File: src/rtl/lut_scan_reader.sv
// Sweeps a 1-bit truth-table RAM through a one-cycle-latency read port, streams the
// address of every set entry on a valid/ready interface, and counts the ones found.
module lut_scan_reader #(
  parameter int unsigned DEPTH = 16,
  parameter int unsigned AW    = 4
) (
  input  logic          clk,
  input  logic          rst,
  input  logic          start,
  output logic          busy,
  output logic          rd_en,
  output logic [AW-1:0] rd_addr,
  input  logic          rd_data,
  output logic          m_valid,
  input  logic          m_ready,
  output logic [AW-1:0] m_addr,
  output logic [AW:0]   ones_cnt,
  output logic          done
);

  typedef enum logic [2:0] {
    S_IDLE,
    S_REQ,
    S_CAP,
    S_EMIT,
    S_DONE
  } state_t;

  localparam logic [AW-1:0] LAST_IDX = AW'(DEPTH - 1);

  state_t        state_q, state_d;
  logic [AW-1:0] idx_q, idx_d;
  logic [AW:0]   ones_q, ones_d;
  logic [AW-1:0] m_addr_q, m_addr_d;
  logic [AW-1:0] rd_addr_q, rd_addr_d;
  logic          busy_q, busy_d;
  logic          rd_en_q, rd_en_d;
  logic          m_valid_q, m_valid_d;
  logic          done_q, done_d;

  always_comb begin
    state_d  = state_q;
    idx_d    = idx_q;
    ones_d   = ones_q;
    m_addr_d = m_addr_q;

    unique case (state_q)
      S_IDLE: begin
        if (start) begin
          state_d = S_REQ;
          idx_d   = '0;
          ones_d  = '0;
        end
      end
      S_REQ: state_d = S_CAP;
      S_CAP: begin
        if (rd_data) begin
          m_addr_d = idx_q;
          state_d  = S_EMIT;
        end else if (idx_q == LAST_IDX) begin
          state_d = S_DONE;
        end else begin
          idx_d   = idx_q + 1'b1;
          state_d = S_REQ;
        end
      end
      S_EMIT: begin
        if (m_ready) begin
          ones_d = ones_q + 1'b1;
          if (idx_q == LAST_IDX) begin
            state_d = S_DONE;
          end else begin
            idx_d   = idx_q + 1'b1;
            state_d = S_REQ;
          end
        end
      end
      S_DONE:  state_d = S_IDLE;
      default: state_d = S_IDLE;
    endcase

    // Outputs are decoded from the next state so they register in step with the FSM.
    rd_en_d   = (state_d == S_REQ);
    rd_addr_d = (state_d == S_REQ) ? idx_d : rd_addr_q;
    m_valid_d = (state_d == S_EMIT);
    done_d    = (state_d == S_DONE);
    busy_d    = (state_d == S_REQ) || (state_d == S_CAP) || (state_d == S_EMIT);
  end

  always_ff @(posedge clk) begin
    if (rst) begin
      state_q   <= S_IDLE;
      idx_q     <= '0;
      ones_q    <= '0;
      m_addr_q  <= '0;
      rd_addr_q <= '0;
      busy_q    <= 1'b0;
      rd_en_q   <= 1'b0;
      m_valid_q <= 1'b0;
      done_q    <= 1'b0;
    end else begin
      state_q   <= state_d;
      idx_q     <= idx_d;
      ones_q    <= ones_d;
      m_addr_q  <= m_addr_d;
      rd_addr_q <= rd_addr_d;
      busy_q    <= busy_d;
      rd_en_q   <= rd_en_d;
      m_valid_q <= m_valid_d;
      done_q    <= done_d;
    end
  end

  assign busy     = busy_q;
  assign rd_en    = rd_en_q;
  assign rd_addr  = rd_addr_q;
  assign m_valid  = m_valid_q;
  assign m_addr   = m_addr_q;
  assign ones_cnt = ones_q;
  assign done     = done_q;

endmodule
File: config.mk
export PLATFORM = sky130hd
export DESIGN_NAME = lut_scan_reader
export DESIGN_NICKNAME = d
export VERILOG_FILES = /design/src/rtl/lut_scan_reader.sv
export SDC_FILE = /design/constraint.sdc
export NUM_CORES = 1
export LEC_CHECK = 0
export CAP_MARGIN = 20
export CORE_MARGIN = 2
export CORE_UTILIZATION = 40
export CTS_CLUSTER_DIAMETER = 150
export CTS_CLUSTER_SIZE = 8
export DETAILED_ROUTE_END_ITERATION = 7
export DONT_BUFFER_PORTS = 1
export GPL_TIMING_DRIVEN = 0
export PLACE_DENSITY_LB_ADDON = 0.25
export SLEW_MARGIN = 40
export SYNTH_ARGS = -nofsm -noshare
export SYNTH_HDL_FRONTEND = slang
export SYNTH_SLANG_ARGS = --single-unit
File: constraint.sdc
create_clock -name clk -period 1.9 [get_ports clk]
set_input_delay 0.285 -clock clk [delete_from_list [all_inputs] [get_ports clk]]
set_output_delay 0.285 -clock clk [all_outputs]
set_load 0.005 [all_outputs]
==> flow_metrics.tcl <==
set metrics [dict create \
    antenna_cells 0 \
    syn_nets 127 \
    rsz0062_at_grt "no" \
    numPortBuffers 0 \
    hpwl_um 1620 \
    crit_required_ps 2110 \
    crit_start "idx_q[0]" \
    die_area_um2 3230 \
    layout-drive-gt1-share_pct 13.7 \
    netlist_area_um2 1120 \
    hold_class "in -> reg" \
    timing.setup.tns_ps 0 \
    clock-root-buffer "clkbuf_4" \
    holdWs_ps 127 \
    synth_top_area_share_pct 43.0 \
    layout_commonest_cell "dfxtp_1" \
    setup_viol 0 \
    syn_inst 120 \
    fin_nets 132 \
    cp-end-kind "flip-flop" \
    totalWireLength_um 2220 \
    status "finished clean" \
    ys_ff_latch 24 \
    vias_per_cell 5.46 \
    yosysTopAreaCell "dfxtp_1" \
    fin_skew_ps 6.84 \
    drv_slew 0 \
    worstPathArrival_ps 1910 \
    clk_pin_slew_worst_paths_ps 130 \
    crit_fanout 6 \
    max_freq_ghz 0.589 \
    synth_edf_count 0 \
    grt.overflow.total 0 \
    rrSetupSlack_ps 200 \
    min_period_over_period_pct 89.4 \
    reg2reg_depth 5 \
    chipWidth_um 56.8 \
    drt_iter0_drc 18 \
    grt_pass1_wl_um 3660 \
    htree_levels 1 \
    ys_seq_area_share_pct 43.0 \
    cap_violations 0 \
    grt_pass1_vias 803 \
    antenna_found_initial 0 \
    worst_pin_slew_ps 477 \
    synthTopCellsByArea "dfxtp_1 43%, mux2i_1 4.5%, nor2_1 4.4%" \
    die_y_um 56.8 \
    initial_core_util_pct 41.2 \
    total_leakage_power_nw 0.429 \
    clock_latency_ps 320 \
    finalCriticalPeriod_ps 1700 \
    grt_usage_pct 14.5 \
    drcViolationCount 0 \
    wl_per_cell_um 14.3 \
    r2r-start "idx_q[0]" \
    dpl_cell_area_um2 1150 \
    final_cell_mix "24 x dfxtp_1, 13 x nor2_1, 8 x o21ai_0" \
    grt_max_degree 15 \
    slew_headroom_pct 68.2 \
    ctsLongestPathBuffers 2 \
    finalWeightedCongestion 0.761 \
    drtPass1Iterations 4 \
    ant_nets 0 \
    critPathKind "reg -> reg" \
    r2r_end "rd_en" \
    holdBufCountCts 0 \
    hold_violations 0 \
    worstSetupStartpointType "flip-flop" \
    synthDistinctLibCells 39 \
    syn2layout_area_growth_pct 8.63 \
    endpoint "rd_en" \
    cts_tree "done" \
    synth_ff_type "dfxtp_1" \
    io_pins 22 \
    num_vias 846 \
    ir_drop_mv 0.391 \
    stdcell_area_um2 1210 \
    fp.coreArea_um2 2710 \
    synth_warnings 0 \
    clock-sinks 24 \
    fill_cells 285 \
    p_per_area_nw_per_um2 832 \
    synthArstFlopShare_pct 0 \
    cts_buffers 3 \
    row_count 19 \
    avgSynthCellArea_um2 9.30 \
]
==> worst min-delay path by stage <==
stage               startpoint    endpoint  slack [ps]  cells past startpoint
floorplan           rd_addr[0]  rd_addr[0]         460                      2
global placement           rst    idx_q[0]         470                      2
finish                     rst    idx_q[0]         130                      2
CTS                        rst    idx_q[0]         110                      2
detailed placement         rst  rd_addr[0]         480                      2
global route               rst  rd_addr[1]         130                      2
==> cells in the mapped netlist (3+ instances only) <==
| cell type | instances |
|---|---|
| dfxtp_1 | 24 |
| mux2i_1 | 5 |
| a211oi_1 | 4 |
| nor2b_1 | 3 |
| xnor2_1 | 4 |
| nand2_1 | 7 |
| o21ai_0 | 8 |
| nor2_1 | 13 |
| nand2b_1 | 7 |
| a21oi_1 | 4 |
| nand3_1 | 5 |
| a211oi_2 | 3 |
==> layout make-up <==
class                           count  area (um2)  area share [%]
Inverter                            2        7.51           0.619
Buffer                              5        30.0            2.48
Clock buffer                        3        22.5            1.86
Sequential cell                    24         480            39.6
Clock inverter                      1        30.0            2.48
Multi-Input combinational cell     89         603            49.7
Tap cell                           31        38.8            3.20
==> sequential cells by signal, indices dropped and copies added (netlist names), 3 cells and up <==
| register | count |
|---|---|
| m_addr | 4 |
| rd_addr | 4 |
| idx_q | 4 |
| state_q | 3 |
| ones_cnt | 5 |
==> worst max-delay path: stages (launching register included) <==
cell and delay, ps:
dfxtp_1 440, ha_1 290, nand3_1 230, a211oi_2 360, a21oi_2 120, nor2b_1 160
==> layer usage <==
metal  track usage, %  wire (um)  vias to the layer above
li1                 -          -                      426
met5                0          0                        -
met4             5.98         22                        0
met1             19.2       1050                      399
met3             4.61        109                        4
met2             21.8       1040                       17
==> cells by family after synthesis <==
family,after synthesis,synth area share [%]
mux,5,4.48
buf+inv,7,3.36
compound gates,26,16.9
simple gates,51,26.0
flops,24,43.0
xor+xnor,5,3.92
fa+ha+maj,2,2.24
==> stage by stage <==
step | setup WS (ps) | total power, mW | util (%) | std cells
6_report | 201 | 1.01 | 44.7 | 155
5_1_grt | 82.4 | 1.04 | 44.7 | 155
4_1_cts | 113 | 1.02 | 44.6 | 155
3_5_place_dp | 151 | 0.646 | 42.6 | 151
3_3_place_gp | 161 | 0.644 | 42.6 | 151
2_1_floorplan | 474 | 0.626 | - | 120
==> what timing repair did <==
item | 4_1_cts | 5_1_grt
setup endpoints to repair | 0 | 5
gates resized for setup | 0 | 1
setup buffers | 0 | 0
==> report_power, final <==
| group | internal [mW] | leakage, nW | total [mW] | switching (mW) |
|---|---|---|---|---|
| Combinational | 0.0451 | 0.206 | 0.111 | 0.0660 |
| Clock | 0.213 | 0.0279 | 0.372 | 0.158 |
| Sequential | 0.518 | 0.194 | 0.526 | 0.00787 |
Note: power is estimated with default switching activity, not from simulation.
